**config.mk**
```make
export PLATFORM = sky130hd
export DESIGN_NAME = sbp_stage_update_arbiter
export DESIGN_NICKNAME = d
export VERILOG_FILES = /design/src/rtl/sbp_stage_update_arbiter.sv
export SDC_FILE = /design/constraint.sdc
export NUM_CORES = 1
export LEC_CHECK = 0
export CORE_ASPECT_RATIO = 0.5
export CORE_MARGIN = 2
export CORE_UTILIZATION = 45
export CTS_CLUSTER_DIAMETER = 150
export DETAILED_ROUTE_END_ITERATION = 10
export PLACE_DENSITY_LB_ADDON = 0.05
export SLEW_MARGIN = 10
export SYNTH_ARGS = -nofsm -noshare
export SYNTH_HDL_FRONTEND = slang
export SYNTH_SLANG_ARGS = --single-unit
```
**constraint.sdc**
```tcl
create_clock -name clk -period 5.6 [get_ports clk]
set_clock_uncertainty 0.05 [all_clocks]
set_input_delay 0.56 -clock clk [delete_from_list [all_inputs] [get_ports clk]]
set_output_delay 0.56 -clock clk [all_outputs]
set_load 0.02 [all_outputs]
```
**src/rtl/sbp_stage_update_arbiter.sv**
```systemverilog
// Arbitrates one lookup stage's single-port memory between lookup reads and buffered update writes.
// Optional saturating write/hold statistics are enabled with `define SBP_UPD_STATS_EN.
module sbp_stage_update_arbiter #(
    parameter int unsigned STAGE_ID      = 1,
    parameter int unsigned STAGE_ID_BITS = 6,
    parameter int unsigned ADDR_BITS     = 11,
    parameter int unsigned DATA_BITS     = 64,
    parameter int unsigned FIFO_DEPTH    = 4,
    parameter int unsigned MAX_WAIT      = 16
) (
    input  logic                             clk,
    input  logic                             rst,
    input  logic                             lookup_valid_i,
    input  logic [STAGE_ID_BITS-1:0]         lookup_stage_id_i,
    input  logic [ADDR_BITS-1:0]             lookup_addr_i,
    input  logic                             upd_valid_i,
    output logic                             upd_ready_o,
    input  logic [ADDR_BITS-1:0]             upd_addr_i,
    input  logic [DATA_BITS-1:0]             upd_data_i,
    output logic                             mem_we_o,
    output logic [ADDR_BITS-1:0]             mem_addr_o,
    output logic [DATA_BITS-1:0]             mem_wdata_o,
    output logic                             hold_o,
`ifdef SBP_UPD_STATS_EN
    output logic [31:0]                      stat_writes_o,
    output logic [31:0]                      stat_hold_cycles_o,
`endif
    output logic [$clog2(FIFO_DEPTH):0]      pending_o
);

    localparam int unsigned PTR_BITS = $clog2(FIFO_DEPTH);
    localparam int unsigned CNT_BITS = PTR_BITS + 1;

    typedef enum logic [1:0] {
        S_IDLE,
        S_WAIT,
        S_HOLD
    } state_t;

    logic [ADDR_BITS-1:0] addr_mem [FIFO_DEPTH];
    logic [DATA_BITS-1:0] data_mem [FIFO_DEPTH];
    logic [PTR_BITS-1:0]  rd_ptr;
    logic [PTR_BITS-1:0]  wr_ptr;
    logic [CNT_BITS-1:0]  count;
    logic [CNT_BITS-1:0]  count_next;
    logic [7:0]           wait_cnt;
    state_t               state;

    logic busy;
    logic full;
    logic non_empty;
    logic pop;
    logic push;

    always_comb begin
        busy      = lookup_valid_i && (lookup_stage_id_i == STAGE_ID_BITS'(STAGE_ID));
        full      = (count == CNT_BITS'(FIFO_DEPTH));
        non_empty = (count != '0);
        pop       = !rst && !busy && non_empty;
        // A full FIFO still takes a new entry when the head drains in the same cycle.
        push      = !rst && upd_valid_i && (!full || pop);
    end

    always_comb begin
        count_next = count;
        if (push && !pop) begin
            count_next = count + CNT_BITS'(1);
        end else if (pop && !push) begin
            count_next = count - CNT_BITS'(1);
        end
    end

    always_comb begin
        upd_ready_o = !rst && !full;
        mem_we_o    = pop;
        mem_addr_o  = pop ? addr_mem[rd_ptr] : lookup_addr_i;
        mem_wdata_o = data_mem[rd_ptr];
        pending_o   = count;
    end

    always_ff @(posedge clk) begin
        if (push) begin
            addr_mem[wr_ptr] <= upd_addr_i;
            data_mem[wr_ptr] <= upd_data_i;
        end
    end

    always_ff @(posedge clk) begin
        if (rst) begin
            rd_ptr   <= '0;
            wr_ptr   <= '0;
            count    <= '0;
            wait_cnt <= '0;
            state    <= S_IDLE;
            hold_o   <= 1'b0;
        end else begin
            if (push) begin
                wr_ptr <= wr_ptr + PTR_BITS'(1);
            end
            if (pop) begin
                rd_ptr <= rd_ptr + PTR_BITS'(1);
            end
            count <= count_next;

            case (state)
                S_IDLE: begin
                    wait_cnt <= '0;
                    hold_o   <= 1'b0;
                    if (push) begin
                        state <= S_WAIT;
                    end
                end
                S_WAIT: begin
                    hold_o <= 1'b0;
                    if (pop) begin
                        wait_cnt <= '0;
                        state    <= (count_next == '0) ? S_IDLE : S_WAIT;
                    end else begin
                        wait_cnt <= wait_cnt + 8'd1;
                        // Hold becomes visible in the cycle right after the limit is reached.
                        if (wait_cnt == 8'(MAX_WAIT - 1)) begin
                            state  <= S_HOLD;
                            hold_o <= 1'b1;
                        end
                    end
                end
                S_HOLD: begin
                    if (pop) begin
                        wait_cnt <= '0;
                        hold_o   <= 1'b0;
                        state    <= (count_next == '0) ? S_IDLE : S_WAIT;
                    end
                end
                default: begin
                    wait_cnt <= '0;
                    hold_o   <= 1'b0;
                    state    <= S_IDLE;
                end
            endcase
        end
    end

`ifdef SBP_UPD_STATS_EN
    always_ff @(posedge clk) begin
        if (rst) begin
            stat_writes_o      <= '0;
            stat_hold_cycles_o <= '0;
        end else begin
            if (pop && (stat_writes_o != '1)) begin
                stat_writes_o <= stat_writes_o + 32'd1;
            end
            if (hold_o && (stat_hold_cycles_o != '1)) begin
                stat_hold_cycles_o <= stat_hold_cycles_o + 32'd1;
            end
        end
    end
`endif

endmodule

```
# --- Word level (Yosys, flattened, before mapping) ---
# Memories as Yosys holds them, arrays and structs flattened. A register that Yosys moved wholly into a read port is not among the register bits.
# Cells that the tools add are included.
classes:
  addsub: 5
  mux: 22
  n_eq_ne: 8
  n_reduce_logical: 18
op_table:
  columns: ["operator", "n"]
  rows:
  - ["two-way mux 2 bit", 8]
  - ["two-way mux 8 bit", 2]
  - ["case mux 8 bit (2 select lines)", 1]
  - ["two-way mux 11 bit", 1]
  - ["adder 8 x 1 -> 8 bit, second input constant", 1]
  - ["equality test 8 x 4 -> 1 bit, second input constant", 1]
  - ["logical AND 1 bit", 8]
  - ["equality test 6 x 1 -> 1 bit, second input constant", 1]
  - ["two-way mux 1 bit", 6]
  - ["two-way mux 3 bit", 2]
  - ["case mux 2 bit (3 select lines)", 1]
  - ["zero test 1 bit", 5]
  - ["adder 2 x 1 -> 2 bit, second input constant", 2]
  - ["!= test 2 bit, second input constant", 2]
  - ["adder 3 x 1 -> 3 bit, second input constant", 1]
  - ["equality test 3 bit, second input constant", 1]
  - ["zero test 3 bit", 1]
  - ["!= test 3 bit, second input constant", 1]
  - ["AND reduction 3 bit", 1]
  - ["nonzero test 3 bit", 1]
  - ["subtractor 3 x 1 -> 3 bit, second input constant", 1]
  - ["equality test 2 x 1 -> 1 bit, second input constant", 1]
  - ["equality test 2 bit, second input constant", 1]
  - ["zero test 2 bit", 1]
  - ["other kinds (2)", 2]
word_totals:
  in_bits: 96
  register_bits: 18
  out_inout_bits: 81
  n_memories: 2
  ram_bits: 300
mem_list:
  columns: ["memory", "depth", "width", "rd", "rd_ports_with_merged_regs", "write_ports", "line", "rtl"]
  rows:
  - ["data_mem", 4, 64, 1, 1, 1, "41", "logic [DATA_BITS-1:0] data_mem [FIFO_DEPTH];"]
  - ["addr_mem", 4, 11, 1, 1, 1, "40", "logic [ADDR_BITS-1:0] addr_mem [FIFO_DEPTH];"]

# --- Logic depth before layout (Yosys ltp) ---
# Gate-level depths: netlist of the first run.
depth:
  depth_word: 15
  depth_mapped: 9
  ltp_nobuf: 8

# --- Worst setup path before layout of the first run ---
# Ideal clock, no wire load.
synth_timing:
  kind: "register to register"
  start: "register count[0] (netlist: pending_o[0])"
  end: "memory addr_mem[0][0], enable pin"
  period_less_slack_ps: 3484
  setup_slack_ps: 2116
  required_ps: 5108
  path_stages_with_launch: 6
  setup_ps: 442
  arrival_time_ps: 2993
  path_cell_list: "dfxtp_1 inv_1 ha_1 nand2_1 o31a_2 and2_1"
synth_via:
  elab_chain_len: 6
synth_lines:
  columns: ["element", "line", "rtl"]
  rows:
  - ["from (decl)", "44", "logic [CNT_BITS-1:0] count;"]
  - ["from (signal assigned)", "103", "count <= count_next;"]
  - ["equality test 3 bit / nonzero test 3 bit (equally long branches)", "57, 58", null]
  - ["zero test 1 bit / logical AND 1 bit (equally long branches)", "61, 59", null]
  - ["logical OR 1 bit (*)", "61", "push = !rst && upd_valid_i && (!full || pop);"]
  - ["logical AND 1 bit (*)", "61", null]
  - ["two-way mux 1 bit (*)", "82", "if (push) begin"]
  - ["two-way mux 1 bit (implied by the code) (*)", "83", "addr_mem[wr_ptr] <= upd_addr_i;"]
  - ["to (decl)", "40", null]
# Every way passes the cells marked *; elsewhere a longest branch is shown, timed or not.

==> impl_metrics.yaml, run 1 <==
clock_network:
  h-tree-depth: 1
  cts_tree: "yes"
  insertion_delay_ns: 0.54
  clock_sinks: 320
  clockBufferDepth: 3
  clkTransAtPathRegs_ns: 0.06
  ctsHoldBuffers: 0
  post_cts_buffers: 0
  cts.repair.resized: 0
  clock-root-buffer: "clkbuf_16"
  cts_buffers: 28
critical_path:
  critPathKind: "register to primary output"
  crit_buf_inv: 2
  startpoint_type: "register"
  required_ns: 4.99
  crit_top_cell: "nand2_1"
  cp_slowest_cell: "dfxtp_4"
  worstPathCellList: "buf_12 -> mux4_2 -> nand2_1 -> nand2_1 -> clkdlybuf4s50_1"
  critical_path_arrival_ns: 3.06
  max_stage_delay_ns: 0.83
  crit_path_max_fanout: 43
  r2r_start: "pending_o[0]"
  worst_path_dominant_cell_family: "buffers and inverters"
  crit_path_end_kind: "primary output"
power_and_ir_drop:
  p_leak_nw: 4.83
  ir_drop_v: 0.000205
  powerDensity_nw_per_um2: 394
die:
  start_util_pct: 45.6
  die_h_um: 120
  ios: 177
  core_region_area_um2: 26300
  dieWidth_um: 235
  row_count: 42
  dieArea_um2: 28100
detailed_routing:
  viasPerCell: 5.24
  vias: 5863
  first_iter_violations: 325
  finalWirelength_mm: 23.6
  drc: 0
  post_drt_wl_per_cell_um: 21.1
  drtPass1Iterations: 4
  antenna_left: 0
timing:
  fin_setup_tns_ns: 0
  relSlewSlack_pct: 42.3
  final_max_slew_viol_count: 0
  fmax_ghz: 0.272
  report.final.hold_viol_count: 0
  fin_crit_ns: 3.67
  setup_violations: 0
  tightest_slew_ns: 0.865
  fin_crit_sh_pct: 65.6
  rsz0062_at_grt: "no"
yosys:
  async_flop_share_pct: 0
  synth_cells: 555
  yosys_warnings: 0
  synth_top_area_cell: "edfxtp_1"
  synthesis.area_um2: 12000
  seq_area_frac_synth_pct: 78.3
  synth.area.top_cells: "edfxtp_1, mux4_2, dfxtp_1"
  ys_types: 41
  synth-edff-count: 300
  synth_seq_cells: 320
  synth.top_cell.area_share_pct: 75.0
  syn_avg_cell_area_um2: 21.6
  synth_fp_nets: 659
  synthFlopType: "edfxtp_1"
global_routing:
  grt_pass1_wl_mm: 36.1
  grt_max_degree: 54
  overflow: 0
  use_met2_pct: 27.7
  grt_util_met1_pct: 24.2
  grtUsageMet3_pct: 3.77
  grt.busiest_layer: "met2"
  antenna_found_initial: 0
  grt_pass1_vias: 6053
  grt_usage_pct: 17.1
flow_run:
  cap_violations: 0
place:
  numPortBuffers: 176
  globalplace.congestion: 0.774
  dp_hpwl_mm: 14.3
  dp_cells: 1072
run_status:
  status: "finished clean"
finish:
  final_layout_size_suffix_gt1_share_pct: 17.1
  nFillCells: 2010
  instances_no_fill: 1119
  n_antenna_cell: 0
  layout.nets: 854
  syn2layout_area_growth_pct: 25.4
hold_path:
  min_from: "hold_o"
  worst_hold_path_type: "register to register"
==> cell usage after synthesis, types with 2 or more instances <==
cell type and n:
buf_2 10, clkbuf_1 8, xor2_1 6, nand2_1 44, edfxtp_1 300, mux2i_1 2, nor2_1 13, a21oi_1 8
nor3_1 3, dfxtp_1 20, mux4_2 75, nor2b_1 3, buf_1 3, o31a_1 2, ha_1 8, nand2b_1 2
and2_1 4, nand3_1 6, xnor2_1 4, inv_1 7, a22oi_1 7
==> tightest hold or removal path, stage by stage, from the launching register on <==
cell     delay (ns)
dfxtp_1        0.31
nand2_1        0.05
a21oi_1        0.06
==> placed cells by master, fill, tap and decap left out, drive strengths merged, types with 5 or more instances in the layout <==
cell             n
clkdlybuf4s50  176
buf             11
nand2           44
a21oi            8
nor2            13
dfxtp           20
clkbuf          39
and2             5
clkinv           7
mux4            75
inv              8
edfxtp         300
ha               8
a22oi            7
xor2             6
nand3            6
==> registers in the layout, summed over array words and instances, names as in the netlist, named ones only <==
signal     cells
data_mem     256
hold_o         1
wr_ptr         2
state          2
wait_cnt       8
addr_mem      44
rd_ptr         2
pending_o      3
==> worst paths after layout <==
kind | slack (ns) | end | depth (start not counted)
worst max register to register | 2.83 | data_mem[1][10] | 6
worst max-delay path | 1.93 | mem_addr_o[2] | 5
worst min register to register | 0.42 | hold_o | 2
worst min-delay path | 0.42 | hold_o | 2
==> area by class of cell <==
type	instances	area, um^2	share of cell area (%)
multi-input combinational	205	2480	16.5
sequential	320	9420	62.5
clock inverter	8	70.1	0.465
inverter	8	30.0	0.199
clock buffer	39	763	5.07
tap	352	440	2.92
timing repair buffer	187	1860	12.3
==> cells by family after synthesis <==
group                    after synthesis  share of synthesized area (%)
XOR/XNOR                              10                          0.729
adder cells (fa/ha/maj)                8                          0.833
multiplexers                          77                           14.2
AO/OA/AOI/OAI                         28                           1.69
flip-flops                           320                           78.3
AND/OR/NAND/NOR                       82                           3.09
buffers and inverters                 30                           1.10
==> layer usage <==
metal | vias up | part of all wire (%) | wire, um
met5 | - | 0 | 0
met4 | 0 | 1.5 | 362
met3 | 33 | 5.0 | 1180
met2 | 130 | 48 | 11300
met1 | 3042 | 46 | 10800
li1 | 2658 | - | -
==> through the flow <==
stage                     hold WS, ns  worst slack (ns)  power [mW]  util, %  area [um^2]
final                           0.420              1.93        5.94     57.2        15100
after global routing            0.461              1.67        6.18     57.2        15100
after CTS                       0.428              1.78        6.02     57.2        15100
after detailed placement        0.420              2.03        4.21     54.0        14200
after global placement          0.394              2.08        4.21     54.0        14200
after floorplan                 0.435              2.12        3.63        -        12000
==> power breakdown <==
group	internal [mW]	switching, mW
combinational	0.705	0.628
clock	0.992	0.811
sequential	2.70	0.106
total	4.39	1.55
Note: power is estimated with default switching activity, not from simulation.
==> run 2: changes to the inputs <==
- clock period: 5.6 -> 3.8 ns (I/O delays scaled with it)
==> run 2 against run 1 <==
  * Setup slack worse by 1.5 ns
  * Non-clock buffer count up 4
  * Sequential share of layout area down 0.78 points
  * Sequential power up 45%
  * First-iteration DRC count up 33%
  * Total power up 50%
  * Highest routed layer is now met5
  * Largest power group unchanged
  * Routed wire length down 1.3%
  * Die area unchanged
  * Combinational power up 55%
  * Global-route usage down 0.082 points
==> impl_metrics.yaml, run 2 (synthesized netlist as in run 1, its figures left out) <==
critical_path:
  startpoint_type: "register"
  r2r_cells: 6
  critPathKind: "register to primary output"
  worstPathCellList: "inv_1 -> ha_1 -> nand2b_1 -> o211ai_2 -> inv_2 -> nand2_1 -> nand2_1 -> clkdlybuf4s50_1"
  timing.reg2reg.setup_slack_ns: 1.36
  r2r_start: "pending_o[0]"
  max_stage_delay_ns: 0.59
  crit_path_max_fanout: 16
  critical_path_arrival_ns: 2.97
  crit_top_cell: "nand2_1"
  required_ns: 3.37
  cp_slowest_cell: "clkdlybuf4s50_1"
  crit_path_end_kind: "primary output"
  reg2reg_to: "data_mem[1][15]"
finish:
  post-route-cell-area_um2: 15200
  nFillCells: 1976
  most-common-layout-cells: "edfxtp_1, clkdlybuf4s50_1, mux4_2"
  instances_no_fill: 1128
  syn2layout_area_growth_pct: 26.9
  final_layout_size_suffix_gt1_share_pct: 18.7
  layout_commonest_cell: "edfxtp_1"
  layout.nets: 858
  largest_registers: "data_mem (256), addr_mem (44), wait_cnt (8)"
  n_antenna_cell: 0
  largest_register_ffs: 256
  top_register: "data_mem"
run_status:
  status: "finished clean"
global_routing:
  grt_pass1_wl_mm: 36.3
  overflow: 0
  grt_pass1_vias: 6258
  grt_usage_pct: 17.0
  antenna_found_initial: 1
  grt_max_degree: 76
flow_run:
  cap_violations: 0
detailed_routing:
  drc: 0
  drtPass1Iterations: 4
  post_drt_wl_per_cell_um: 20.7
  antenna_left: 0
  first_iter_violations: 432
  finalWirelength_mm: 23.3
  viasPerCell: 5.23
  vias: 5901
die:
  dieArea_um2: 28100
  core_region_area_um2: 26300
  row_count: 42
  die_h_um: 120
  dieWidth_um: 235
  ios: 177
  start_util_pct: 45.6
place:
  dp_cells: 1076
  dp_hpwl_mm: 13.9
  globalplace.congestion: 0.773
  numPortBuffers: 176
  post-place-ws_ns: 0.467
  dpl_cell_area_um2: 14300
clock_network:
  clock_sinks: 320
  clock-root-buffer: "clkbuf_16"
  insertion_delay_ns: 0.54
  clockBufferDepth: 3
  h-tree-depth: 1
  clkTransAtPathRegs_ns: 0.06
  post_cts_buffers: 0
  ctsHoldBuffers: 0
  cts_tree: "yes"
  cts_buffers: 28
  cts.repair.resized: 0
power_and_ir_drop:
  total_power_mw: 8.92
  ir_drop_v: 0.000322
  powerDensity_nw_per_um2: 585
  p_leak_nw: 4.91
timing:
  relSlewSlack_pct: 55.2
  rsz0062_at_grt: "no"
  setup_violations: 0
  fin_crit_ns: 3.40
  fin_crit_sh_pct: 89.3
  setup_slack_ns: 0.405
  report.final.hold_viol_count: 0
  fmax_ghz: 0.295
  final_max_slew_viol_count: 0
  tightest_slew_ns: 0.671
  fin_setup_tns_ns: 0
hold_path:
  min_from: "hold_o"
  worst_hold_path.endpoint: "hold_o"
  min_delay_path_depth: 2
  worst_hold_path_type: "register to register"
==> run 2: critical path, delay by kind of cell (launching register included) <==
family	cells	cell delay, ns
buf+inv	3	1.10
flops	1	0.45
simple gates	3	0.33
compound gates	1	0.27
fa+ha+maj	1	0.26
==> run 2: metrics by stage <==
stage	util (%)	hold slack, ns
floorplan	-	0.429
global placement	54.5	0.393
detailed placement	54.5	0.402
CTS	57.9	0.380
global route	57.9	0.390
finish	57.9	0.406
==> run 2: layer usage <==
layer / track usage [%] / share of wire [%] / up-vias
met5: 0 / 0.051 / -
met4: 3.48 / 1.4 / 2
met3: 3.57 / 4.0 / 31
met2: 28.9 / 50 / 124
met1: 22.9 / 45 / 3057
li1: - / - / 2687
==> run 2: power breakdown <==
part	total [mW]	internal, mW	switching, mW
sequential	4.06	3.97	0.0938
combinational	2.06	1.06	0.991
clock	2.80	1.57	1.23
total	8.92	6.60	2.32
==> run 2: how the worst max path moves through the flow <==
stage,start,end,cells after the start
CTS,pending_o[0],mem_addr_o[5],8
floorplan,pending_o[0],addr_mem[0][0],5
finish,pending_o[0],mem_addr_o[5],8
global placement,lookup_stage_id_i[2],mem_addr_o[2],7
detailed placement,lookup_stage_id_i[2],mem_addr_o[5],7
global route,pending_o[0],mem_addr_o[2],8
==> run 2: final cells by class <==
class / count / area (um^2) / share of cell area (%)
clock inverter: 14 / 136 / 0.894
sequential: 320 / 9420 / 61.8
tap: 352 / 440 / 2.89
clock buffer: 38 / 769 / 5.05
timing repair buffer: 191 / 1970 / 12.9
multi-input combinational: 205 / 2480 / 16.3
inverter: 8 / 30.0 / 0.197
